===== src/rtl/gemm_operand_sequencer.sv =====
// gemm_operand_sequencer
//   Takes one decoded GEMM request and reads its operand matrices out of the
//   scratchpad one row at a time, in this order:
//     1. weights (rs2), only when new_weight is set
//     2. inputs (rs1)
//     3. partial sums (rs3)
//   Each row is handed to the systolic array tagged with its kind. When the
//   last partial-sum row has been consumed, rd is reported to writeback.
//
// Ports
//   CLK, nRST           clock, async active-low reset
//   gemm_*              request handshake and fields (rd/rs1/rs2/rs3/new_weight)
//   sp_ren/reg/row      scratchpad row-read request; accepted when sp_gnt
//   sp_rvalid/rdata     read data return (>=1 cycle after grant)
//   arr_valid/ready     row handshake to the systolic array
//   arr_kind/row/data   row tag (00 weight, 01 input, 10 psum), index, payload
//   done_valid/done_rd  one-cycle completion pulse with destination register
//
// state  | meaning
// -------+------------------------------------------------------------
// IDLE   | gemm_ready high, waiting for a request
// W      | streaming weight rows from rs2
// X      | streaming input rows from rs1
// P      | streaming partial-sum rows from rs3
// DONE   | done_valid pulse, back to IDLE next cycle
module gemm_operand_sequencer #(
  parameter  int DIM    = 4,
  parameter  int ELEM_W = 16,
  parameter  int REG_W  = 4,
  localparam int ROW_W  = DIM * ELEM_W,
  localparam int ROW_IW = $clog2(DIM)
) (
  input  logic              CLK,
  input  logic              nRST,
  input  logic              gemm_valid,
  output logic              gemm_ready,
  input  logic [REG_W-1:0]  gemm_rd,
  input  logic [REG_W-1:0]  gemm_rs1,
  input  logic [REG_W-1:0]  gemm_rs2,
  input  logic [REG_W-1:0]  gemm_rs3,
  input  logic              gemm_new_weight,
  output logic              sp_ren,
  output logic [REG_W-1:0]  sp_reg,
  output logic [ROW_IW-1:0] sp_row,
  input  logic              sp_gnt,
  input  logic              sp_rvalid,
  input  logic [ROW_W-1:0]  sp_rdata,
  output logic              arr_valid,
  input  logic              arr_ready,
  output logic [1:0]        arr_kind,
  output logic [ROW_IW-1:0] arr_row,
  output logic [ROW_W-1:0]  arr_data,
  output logic              done_valid,
  output logic [REG_W-1:0]  done_rd
);

  typedef enum logic [2:0] {S_IDLE, S_W, S_X, S_P, S_DONE} state_e;

  state_e             state_q;
  logic [REG_W-1:0]   rd_q, rs1_q, rs2_q, rs3_q;
  logic [ROW_IW-1:0]  cnt_q;       // next row to request in this phase
  logic [ROW_IW-1:0]  out_row_q;   // row index of the read in flight
  logic               out_q;       // one read outstanding
  logic               issued_q;    // every row of this phase has been granted
  logic               ready_q;
  logic               arr_valid_q;
  logic [1:0]         arr_kind_q;
  logic [ROW_IW-1:0]  arr_row_q;
  logic [ROW_W-1:0]   arr_data_q;
  logic               done_q;
  logic [REG_W-1:0]   done_rd_q;

  logic               active;
  logic [REG_W-1:0]   phase_reg;
  logic [1:0]         phase_kind;
  logic               read_req;
  logic               grant;
  logic               capture;
  logic               last_drain;

  always_comb begin
    active     = 1'b1;
    phase_reg  = '0;
    phase_kind = 2'b00;
    case (state_q)
      S_W: begin phase_reg = rs2_q; phase_kind = 2'b00; end
      S_X: begin phase_reg = rs1_q; phase_kind = 2'b01; end
      S_P: begin phase_reg = rs3_q; phase_kind = 2'b10; end
      default: active = 1'b0;
    endcase
  end

  // The read request looks at arr_ready combinationally so the next grant can
  // land in the same cycle the previous row drains (one row every 2 cycles).
  assign read_req   = active & ~issued_q & ~out_q & (~arr_valid_q | arr_ready);
  assign grant      = read_req & sp_gnt;
  assign capture    = out_q & sp_rvalid;
  // Only the final row of a phase can sit in the buffer with issued_q set and
  // row index DIM-1, so this marks the end of the phase.
  assign last_drain = arr_valid_q & arr_ready & issued_q &
                      (arr_row_q == ROW_IW'(DIM - 1));

  always_ff @(posedge CLK or negedge nRST) begin
    if (!nRST) begin
      state_q     <= S_IDLE;
      rd_q        <= '0;
      rs1_q       <= '0;
      rs2_q       <= '0;
      rs3_q       <= '0;
      cnt_q       <= '0;
      out_row_q   <= '0;
      out_q       <= 1'b0;
      issued_q    <= 1'b0;
      ready_q     <= 1'b0;
      arr_valid_q <= 1'b0;
      arr_kind_q  <= 2'b00;
      arr_row_q   <= '0;
      arr_data_q  <= '0;
      done_q      <= 1'b0;
      done_rd_q   <= '0;
    end else begin
      done_q    <= 1'b0;
      done_rd_q <= '0;

      if (grant) begin
        out_q     <= 1'b1;
        out_row_q <= cnt_q;
        if (cnt_q == ROW_IW'(DIM - 1)) begin
          cnt_q    <= '0;
          issued_q <= 1'b1;
        end else begin
          cnt_q <= cnt_q + ROW_IW'(1);
        end
      end else if (capture) begin
        out_q <= 1'b0;
      end

      // A read is only granted with the buffer empty or draining, so a
      // capture never overwrites an unconsumed row.
      if (capture) begin
        arr_valid_q <= 1'b1;
        arr_kind_q  <= phase_kind;
        arr_row_q   <= out_row_q;
        arr_data_q  <= sp_rdata;
      end else if (arr_valid_q && arr_ready) begin
        arr_valid_q <= 1'b0;
      end

      case (state_q)
        S_IDLE: begin
          if (ready_q && gemm_valid) begin
            rd_q     <= gemm_rd;
            rs1_q    <= gemm_rs1;
            rs2_q    <= gemm_rs2;
            rs3_q    <= gemm_rs3;
            cnt_q    <= '0;
            issued_q <= 1'b0;
            ready_q  <= 1'b0;
            state_q  <= gemm_new_weight ? S_W : S_X;
          end else begin
            ready_q <= 1'b1;
          end
        end
        S_W, S_X, S_P: begin
          if (last_drain) begin
            issued_q <= 1'b0;
            if (state_q == S_W) begin
              state_q <= S_X;
            end else if (state_q == S_X) begin
              state_q <= S_P;
            end else begin
              state_q   <= S_DONE;
              done_q    <= 1'b1;
              done_rd_q <= rd_q;
            end
          end
        end
        S_DONE: begin
          state_q <= S_IDLE;
          ready_q <= 1'b1;
        end
        default: state_q <= S_IDLE;
      endcase
    end
  end

  assign gemm_ready = ready_q;
  assign sp_ren     = read_req;
  assign sp_reg     = read_req ? phase_reg : '0;
  assign sp_row     = read_req ? cnt_q : '0;
  assign arr_valid  = arr_valid_q;
  assign arr_kind   = arr_kind_q;
  assign arr_row    = arr_row_q;
  assign arr_data   = arr_data_q;
  assign done_valid = done_q;
  assign done_rd    = done_rd_q;

endmodule

===== config.mk =====
export PLATFORM = sky130hd
export DESIGN_NAME = gemm_operand_sequencer
export DESIGN_NICKNAME = d
export VERILOG_FILES = /design/src/rtl/gemm_operand_sequencer.sv
export SDC_FILE = /design/constraint.sdc
export NUM_CORES = 1
export LEC_CHECK = 0
export BUFFER_PORTS_ARGS = -buffer_cell sky130_fd_sc_hd__clkbuf_2
export CAP_MARGIN = 15
export CORE_MARGIN = 8
export CORE_UTILIZATION = 47
export DETAILED_ROUTE_END_ITERATION = 8
export MAX_ROUTING_LAYER = met4
export PLACE_DENSITY = 0.83
export SYNTH_ARGS = -nofsm -noshare
export SYNTH_HDL_FRONTEND = slang
export SYNTH_SLANG_ARGS = --single-unit
export TNS_END_PERCENT = 30

===== constraint.sdc =====
create_clock -name CLK -period 2 [get_ports CLK]
set_input_delay 0.4 -clock CLK [delete_from_list [all_inputs] [get_ports CLK]]
set_output_delay 0.4 -clock CLK [all_outputs]
set_load 0.03 [all_outputs]

# == Word-level counts from Yosys, hierarchy flattened ==
# Index checks and enable logic that the tools add are counted.
# word_totals
ramBits,0
rom_bits,0
wordCells,80
n_memories,0
register_bits,100
latch_bits,0
inputBits,87
out_inout_bits,82
# classes
n_shift,0
n_mul,0
n_bitwise,12
reduce_logical,9
magnitude_cmp,0
eq_ne,8
div,0
add_sub_neg,1
mux,34
# ops
cell,count
4-bit 2-to-1 mux,5
1-bit 2-to-1 mux,14
2-bit 2-to-1 mux,6
3-bit 2-to-1 mux,4
4-bit case mux with 3 select lines,1
1-bit AND,8
3-bit by 2-bit == test with 1-bit output (second input constant),2
3-bit case mux with 2 select lines,1
2-bit nonzero test,3
2-bit == test (second input constant),2
1-bit case mux with 2 select lines,2
2-bit case mux with 2 select lines,1
2-bit AND reduction,2
3-bit by 1-bit == test with 1-bit output (second input constant),1
3-bit == test (second input constant),1
3-bit zero test,1
1-bit inverter,3
3-bit OR reduction,1
2-bit by 1-bit adder with 2-bit output (second input constant),1
1-bit logical AND,2
2-bit by 1-bit != test with 1-bit output (second input constant),1
2-bit != test (second input constant),1
1-bit OR,1

# == Depth between registers and ports, before layout ==
# Gate-level depths: netlist of run 1.
# logic_depth
word_depth,10
ltp_mapped,4
depth_no_buf,4

# == Worst setup path after synthesis of run 1 ==
# Ideal clock, no wire load.
# synth_path
kind,reg2out
from,reg issued_q
to,out sp_reg[0]
n_path_buf,0
arrival_time_ns,1.558
path_stages_with_launch,4
slack_ns,0.042
t_required_ns,1.600
cell_sequence,dfrtp_1 -> or2_2 -> or3_4 -> nor2_1
# synth_between
elab_chain_len,5
# synth_rtl
item,line_no,source
"start, declared",64,logic issued_q;
"start signal, assigned",113,issued_q <= 1'b0;
"start signal, assigned",130,issued_q <= 1'b1;
"start signal, assigned",157,issued_q <= 1'b0;
1-bit inverter,95,assign read_req = active & ~issued_q & ~out_q & (~arr_valid_q | arr_ready);
1-bit AND (3 in a row),95,
4-bit 2-to-1 mux,189,assign sp_reg = read_req ? phase_reg : '0;
"end, declared",43,"output logic [REG_W-1:0] sp_reg,"
# Every way passes these cells.

# == Worst setup path in the final report of run 1 ==
# layout_path
from,reg out_q
to,out sp_row[1]
# layout_between
elab_chain_len,4
# layout_rtl
item,line_no,source
"start, declared",63,logic out_q;
"start signal, assigned",112,out_q <= 1'b0;
"start signal, assigned",126,out_q <= 1'b1;
"start signal, assigned",135,out_q <= 1'b0;
1-bit inverter,95,
1-bit AND (2 in a row),95,
2-bit 2-to-1 mux,190,assign sp_row = read_req ? cnt_q : '0;
"end, declared",44,"output logic [ROW_IW-1:0] sp_row,"
# Every way passes these cells.

==> run_results.csv, run 1 <==
group,metric,value,unit
drt,ant_nets,0,
synthesis,synth_cell_types,34,
finish,diodes,0,
cts,htreeDepth,3,
flow_run,drv_cap,0,
critical_path,critPathArrivalTime,1710,ps
sta,finalSetupTns,-537,ps
synthesis,yosysSeqAreaShare,62.9,%
finish,fin_nets,535,
cts,cts_sinks,100,
sta,period_share,106,%
placement,dp_hpwl,7540,um
cts,clk_latency,350,ps
finish,final_cell_mix,"160 x clkbuf_2, 99 x dfrtp_1, 87 x mux2_2, 14 x clkbuf_8, 13 x buf_4",
global_route,grt_max_degree,101,
synthesis,yosys_warnings,0,
die,die_area,0.0117,sq mm
synthesis,netlist_area,0.00398,sq mm
cts,hold_buffers,0,
power_and_ir_drop,leakage,2.64,nW
sta,layout_setup_ws,-113,ps
outcome,violations,"setup timing",
global_route,gr-total-overflow,0,
power_and_ir_drop,powerDensity,1760,mW/mm^2
sta,hold_viol_final,0,
synthesis,synth_seq_cells,100,
die,core,0.00822,sq mm
finish,utilization,64.5,%
sta,setup_viol,7,
drt,drt_iter0_drc,72,
drt,wirelength,9670,um
drt,first_pass_iters,4,
cts,path_clk_slew,90,ps
synthesis,post_synth_inst_count,265,
die,initial_utilization,48.4,%
critical_path,critPathKind,"reg2out",
cts,root_buffer,"clkbuf_8",
sta,drv_slew,0,
sta,fmax,0.473,GHz
critical_path,worstPathMaxFanout,5,
power_and_ir_drop,peakVddDrop,1.09,mV
global_route,grt_usage,17.1,%
synthesis,synth_nets,353,
finish,final_common_cell,"clkbuf_2",
drt,via_per_inst,5.04,
sta,rsz0062_at_grt,"yes",
global_route,grt_pass1_wl,15300,um
drt,drc_errors,0,
placement,gp_congestion,0.797,
cts,cts_buffers,9,
placement,pre_cts_ws,85.1,ps
placement,port_buffers,168,
sta,worst_pin_slew,556,ps
global_route,antenna_found_initial,0,
finish,drive_gt1_share,66.4,%
critical_path,startpoint_type,"register",
sta,finalCriticalPeriod,2110,ps
synthesis,netlist_top_cells_area,"dfrtp_1 63%, mux2_2 25%, buf_2 1.0%, a22oi_1 0.94%, nor2_1 0.75%",
critical_path,critPathCaptureType,"output pin",
cts,clk_path_buf_depth,2,
hold_path,hold_class,"in2async",
synthesis,synth_top_area_share,62.9,%
die,pin_count,169,
cts,cts_tree,"built",
die,rows,33,
drt,routedWlPerCell,17.4,um
synthesis,post-synth-top-area-cell,"dfrtp_1",
drt,via_count,2805,
die,fp.dieH,108,um
sta,clock_skew,7.04,ps
critical_path,required,1600,ps
finish,synthToLayoutAreaGrowth,33.3,%
outcome,status,"finished with violations",
sta,maxSlewHeadroom,62.9,%
synthesis,synth.avg_cell_area,15.0,sq um
global_route,grt_pass1_vias,3150,
die,die-width,108,um
[through the flow]
step | std cells | power [W] | cell area [sq um] | hold slack (ps)
floorplan | 265 | 0.00654 | 3980 | 104
global placement | 536 | 0.00784 | 4990 | 452
detailed placement | 536 | 0.00802 | 4990 | 466
CTS | 555 | 0.00942 | 5280 | 108
global route | 557 | 0.00986 | 5300 | 130
finish | 557 | 0.00934 | 5300 | 54.6
[worst paths after layout]
| path | depth (start not counted) | endpoint | from | slack [ps] |
|---|---|---|---|---|
| min in group CLK | 2 | out_q | sp_rvalid | 250 |
| min reg2reg | 1 | done_rd[0] | rd_q[0] | 480 |
| max in group asynchronous | 2 | arr_data[13] | nRST | 1470 |
| max | 5 | sp_row[1] | out_q | -110 |
| max reg2reg | 6 | rs3_q[0] | state_q[0] | 100 |
| min | 2 | rs2_q[3] | nRST | 50 |
[where the power goes]
group	total [W]	internal, W	leakage, nW	switching [W]
clock	0.00123	0.000559	0.0948	0.000675
combinational	0.00459	0.00182	1.34	0.00278
sequential	0.00351	0.00297	1.20	0.000545
total	0.00934	0.00534	2.64	0.00400
[kinds of logic (layout without fill, tap and decap cells)]
family          count (synthesis)  after routing  share of synthesized area, %
compound gates                 18             18                          3.11
fa+ha+maj                       1              1                         0.314
buf+inv                        16            203                          2.14
flops                         100            100                          62.9
mux                            88             88                          24.9
simple gates                   42             42                          6.63
[registers in the layout (all words and copies together) (netlist names), 2 cells and up]
register / flops
arr_row: 2
cnt_q: 2
arr_kind: 2
rd_q: 4
rs3_q: 4
rs1_q: 4
done_rd: 4
state_q: 3
rs2_q: 4
arr_data: 64
out_row_q: 2
[final cells by class]
cell class / instances / area [sq um]
sequential: 100 / 2500
tap: 105 / 131
timing repair buffer: 182 / 1030
inverter: 5 / 18.8
fill: 621 / 2910
clock inverter: 4 / 32.5
multi-input combinational: 149 / 1420
clock buffer: 12 / 165
[metal layers]
layer / wire length, um / GRT usage [%] / up-vias
met5: 0 / - / -
met4: 112 / 5.85 / 0
met3: 799 / 4.94 / 10
met2: 4770 / 27.1 / 122
met1: 3990 / 20.5 / 1375
li1: - / - / 1298
[synth_stat cells, drive strengths merged]
| library cell | n |
|---|---|
| a311oi | 1 |
| buf | 10 |
| nor4 | 1 |
| o21ai | 3 |
| or3 | 1 |
| mux2 | 88 |
| and2 | 6 |
| nand4 | 2 |
| and4bb | 1 |
| dfrtp | 100 |
| a21oi | 4 |
| nor2b | 3 |
| nand3b | 1 |
| nand3 | 2 |
| nor4b | 1 |
| o21bai | 1 |
| nor3 | 5 |
| a22oi | 5 |
| nor2 | 8 |
| nand2 | 6 |
| ha | 1 |
| nand2b | 1 |
| and3 | 1 |
| clkbuf | 1 |
| and4b | 1 |
| a41oi | 1 |
| or2 | 2 |
| inv | 5 |
| o41ai | 3 |
[what timing repair did]
item	4_1_cts	5_1_grt
gates cloned	0	0
setup endpoints to repair	7	7
endpoints found under the hold margin	0	0
setup buffers	3	2
pin swaps	2	0
resized for setup	16	7
[worst max-delay path, cell delays in order, from the launching register on]
cell and delay, ps:
dfrtp_1 400, or2_4 250, or3_4 370, inv_2 80, and2_2 150, buf_8 120
Note: power is estimated with default switching activity, not from simulation.
==> inputs of run 2 (changes only) <==
--- a/config.mk
+++ b/config.mk
@@ -5,6 +5,7 @@
 export SDC_FILE = /design/constraint.sdc
 export NUM_CORES = 1
 export LEC_CHECK = 0
+export ABC_AREA = 1
 export BUFFER_PORTS_ARGS = -buffer_cell sky130_fd_sc_hd__clkbuf_2
 export CAP_MARGIN = 15
 export CORE_MARGIN = 8
@@ -12,6 +13,7 @@
 export DETAILED_ROUTE_END_ITERATION = 8
 export MAX_ROUTING_LAYER = met4
 export PLACE_DENSITY = 0.83
+export REMOVE_ABC_BUFFERS = 1
 export SYNTH_ARGS = -nofsm -noshare
 export SYNTH_HDL_FRONTEND = slang
 export SYNTH_SLANG_ARGS = --single-unit
==> run_results.csv, run 2 <==
group,metric,value,unit
outcome,status,"complete, no violations",
critical_path,critPathArrivalTime,1540,ps
finish,multi_input_area,0.00135,sq mm
drt,via_count,3580,
drt,via_per_inst,4.81,
sta,drv_slew,0,
drt,met2_wirelength,5210,um
synthesis,post_synth_inst_count,460,
synthesis,synth_cell_types,17,
power_and_ir_drop,powerDensity,1680,mW/mm^2
flow_run,drv_cap,0,
cts,root_buffer,"clkbuf_8",
synthesis,synth_edf_count,0,
synthesis,yosysSeqAreaShare,63.6,%
sta,fmax,0.514,GHz
synthesis,netlist_top_cells_count,"273 x nand2_1, 100 x dfrtp_1, 21 x nor2_1",
cts,hold_buffers,0,
finish,final_cell_mix,"265 x nand2_1, 163 x clkbuf_2, 97 x dfrtp_1, 17 x nor2_1, 16 x inv_1",
sta,hold_ws,82.6,ps
global_route,grt_max_degree,101,
die,initial_utilization,48.2,%
die,die-width,108,um
cts,path_clk_slew,100,ps
die,die_area,0.0116,sq mm
critical_path,worstPathMaxFanout,5,
synthesis,synth_top_area_share,63.6,%
die,rows,33,
critical_path,critPathCaptureType,"output pin",
finish,synthToLayoutAreaGrowth,32.4,%
drt,drc_errors,0,
placement,gp_congestion,0.830,
finish,n_fill_cell,717,
power_and_ir_drop,leakage,3.06,nW
global_route,antenna_found_initial,0,
synthesis,ys.flop_type,"dfrtp_1",
drt,drt_iter0_drc,155,
power_and_ir_drop,comb_power_share,47.7,%
critical_path,startpoint_type,"register",
synthesis,yosysMostFrequentCell,"nand2_1",
synthesis,synth_seq_cells,100,
cts,cts_tree,"built",
finish,largest_reg_flops,64,
sta,worst_pin_slew,513,ps
drt,ant_nets,0,
cts,cts_buffers,9,
drt,first_pass_iters,4,
power_and_ir_drop,p_sw,0.00420,W
global_route,grt_pass1_wl,17100,um
finish,diodes,0,
power_and_ir_drop,pwr-share-seq,39.0,%
sta,maxSlewHeadroom,65.8,%
placement,postPlaceCellArea,0.00489,sq mm
finish,fin_nets,722,
synthesis,synthArstFlopShare,100,%
cts,clk_path_buf_depth,2,
synthesis,netlist_area,0.00394,sq mm
synthesis,post-synth-top-area-cell,"dfrtp_1",
power_and_ir_drop,peakVddDrop,0.750,mV
placement,dp_hpwl,8190,um
critical_path,required,1600,ps
sta,clock_skew,15.5,ps
power_and_ir_drop,clkPwrFrac,13.3,%
finish,drive_gt1_share,34.6,%
sta,layout_setup_ws,55.8,ps
sta,hold_viol_final,0,
finish,fin_area,0.00521,sq mm
finish,utilization,63.8,%
drt,routedWlPerCell,14.5,um
global_route,grt_pass1_vias,3657,
global_route,gr-total-overflow,0,
synthesis,synth.avg_cell_area,8.56,sq um
sta,setup_viol,0,
finish,register_area,0.00251,sq mm
die,fp.dieH,108,um
sta,rsz0062_at_grt,"yes",
power_and_ir_drop,p_int,0.00457,W
sta,finalCriticalPeriod,1940,ps
drt,wirelength,10800,um
hold_path,hold_class,"in2async",
die,pin_count,169,
power_and_ir_drop,switching_share,47.9,%
cts,cts_sinks,100,
drt,top_layer_used,"met4",
power_and_ir_drop,p_total,0.00877,W
sta,period_share,97.2,%
die,core,0.00818,sq mm
synthesis,netlist_top_cells_area,"dfrtp_1 64%, nand2_1 26%, nor2_1 2.0%, inv_1 1.8%, o21ai_0 1.7%",
finish,final_common_cell,"nand2_1",
global_route,grt_usage,18.9,%
drt,met1_length,4470,um
cts,clk_latency,360,ps
cts,htreeDepth,3,
placement,pre_cts_ws,174,ps
placement,port_buffers,168,
synthesis,yosys_warnings,0,
drt,wl_met3,817,um
critical_path,critPathKind,"reg2out",
## run 2: worst paths after layout
| kind | start | endpoint | slack, ps | cells after the start |
|---|---|---|---|---|
| min | nRST | arr_data[51] | 80 | 2 |
| max in group asynchronous | nRST | state_q[0] | 1490 | 2 |
| min reg2reg | out_row_q[0] | arr_row[0] | 480 | 2 |
| max reg2reg | state_q[2] | rd_q[2] | 440 | 6 |
| min in group CLK | sp_rdata[9] | arr_data[9] | 220 | 3 |
| max | state_q[0] | sp_reg[2] | 60 | 5 |
## run 2: layout make-up
class	instances	area share [%]
Tap cell	105	2.52
Inverter	21	1.51
Sequential cell	100	48.1
Timing Repair Buffer	180	18.6
Clock buffer	9	2.38
Multi-Input combinational cell	322	25.9
Clock inverter	7	1.08
## run 2: per-stage QoR
stage	std cells	TNS, ps
after floorplan	443	-61270
after global placement	722	0
after detailed placement	722	0
after CTS	740	-3.85
after global routing	744	-43.6
final	744	0
## run 2: metal layers
layer | GRT usage, % | vias up
li1 | - | 1743
met1 | 21.8 | 1664
met2 | 31.5 | 150
met3 | 3.83 | 23
met4 | 7.93 | 0
met5 | - | -
## run 2: repair_timing
item | 4_1_cts | 5_1_grt
buffers inserted | 2 | 4
gates cloned | 0 | 0
pin swaps | 4 | 8
setup endpoints to repair | 7 | 7
hold endpoints to repair | 0 | 0
gates resized for setup | 18 | 18
## run 2: cell families after synthesis
logic type | share of synthesized area (%)
buffers and inverters | 4.13
flip-flops | 63.6
AO/OA/AOI/OAI | 2.54
AND/OR/NAND/NOR | 29.5
adder cells (fa/ha/maj) | 0.318
## run 2: critical path, stage by stage (launching register included)
cell and delay, ps:
dfrtp_2 460, buf_6 130, nor2_4 160, nand2_1 80, a31oi_1 180, buf_4 190
## run 2: power groups by stage
stage | registers, W | clock network (W) | logic, W
6_report | 0.00342 | 0.00116 | 0.00418
5_1_grt | 0.00352 | 0.00130 | 0.00457
4_1_cts | 0.00340 | 0.00120 | 0.00413
3_5_place_dp | 0.00343 | 0 | 0.00401
3_3_place_gp | 0.00339 | 0 | 0.00390
2_1_floorplan | 0.00465 | 0 | 0.00140
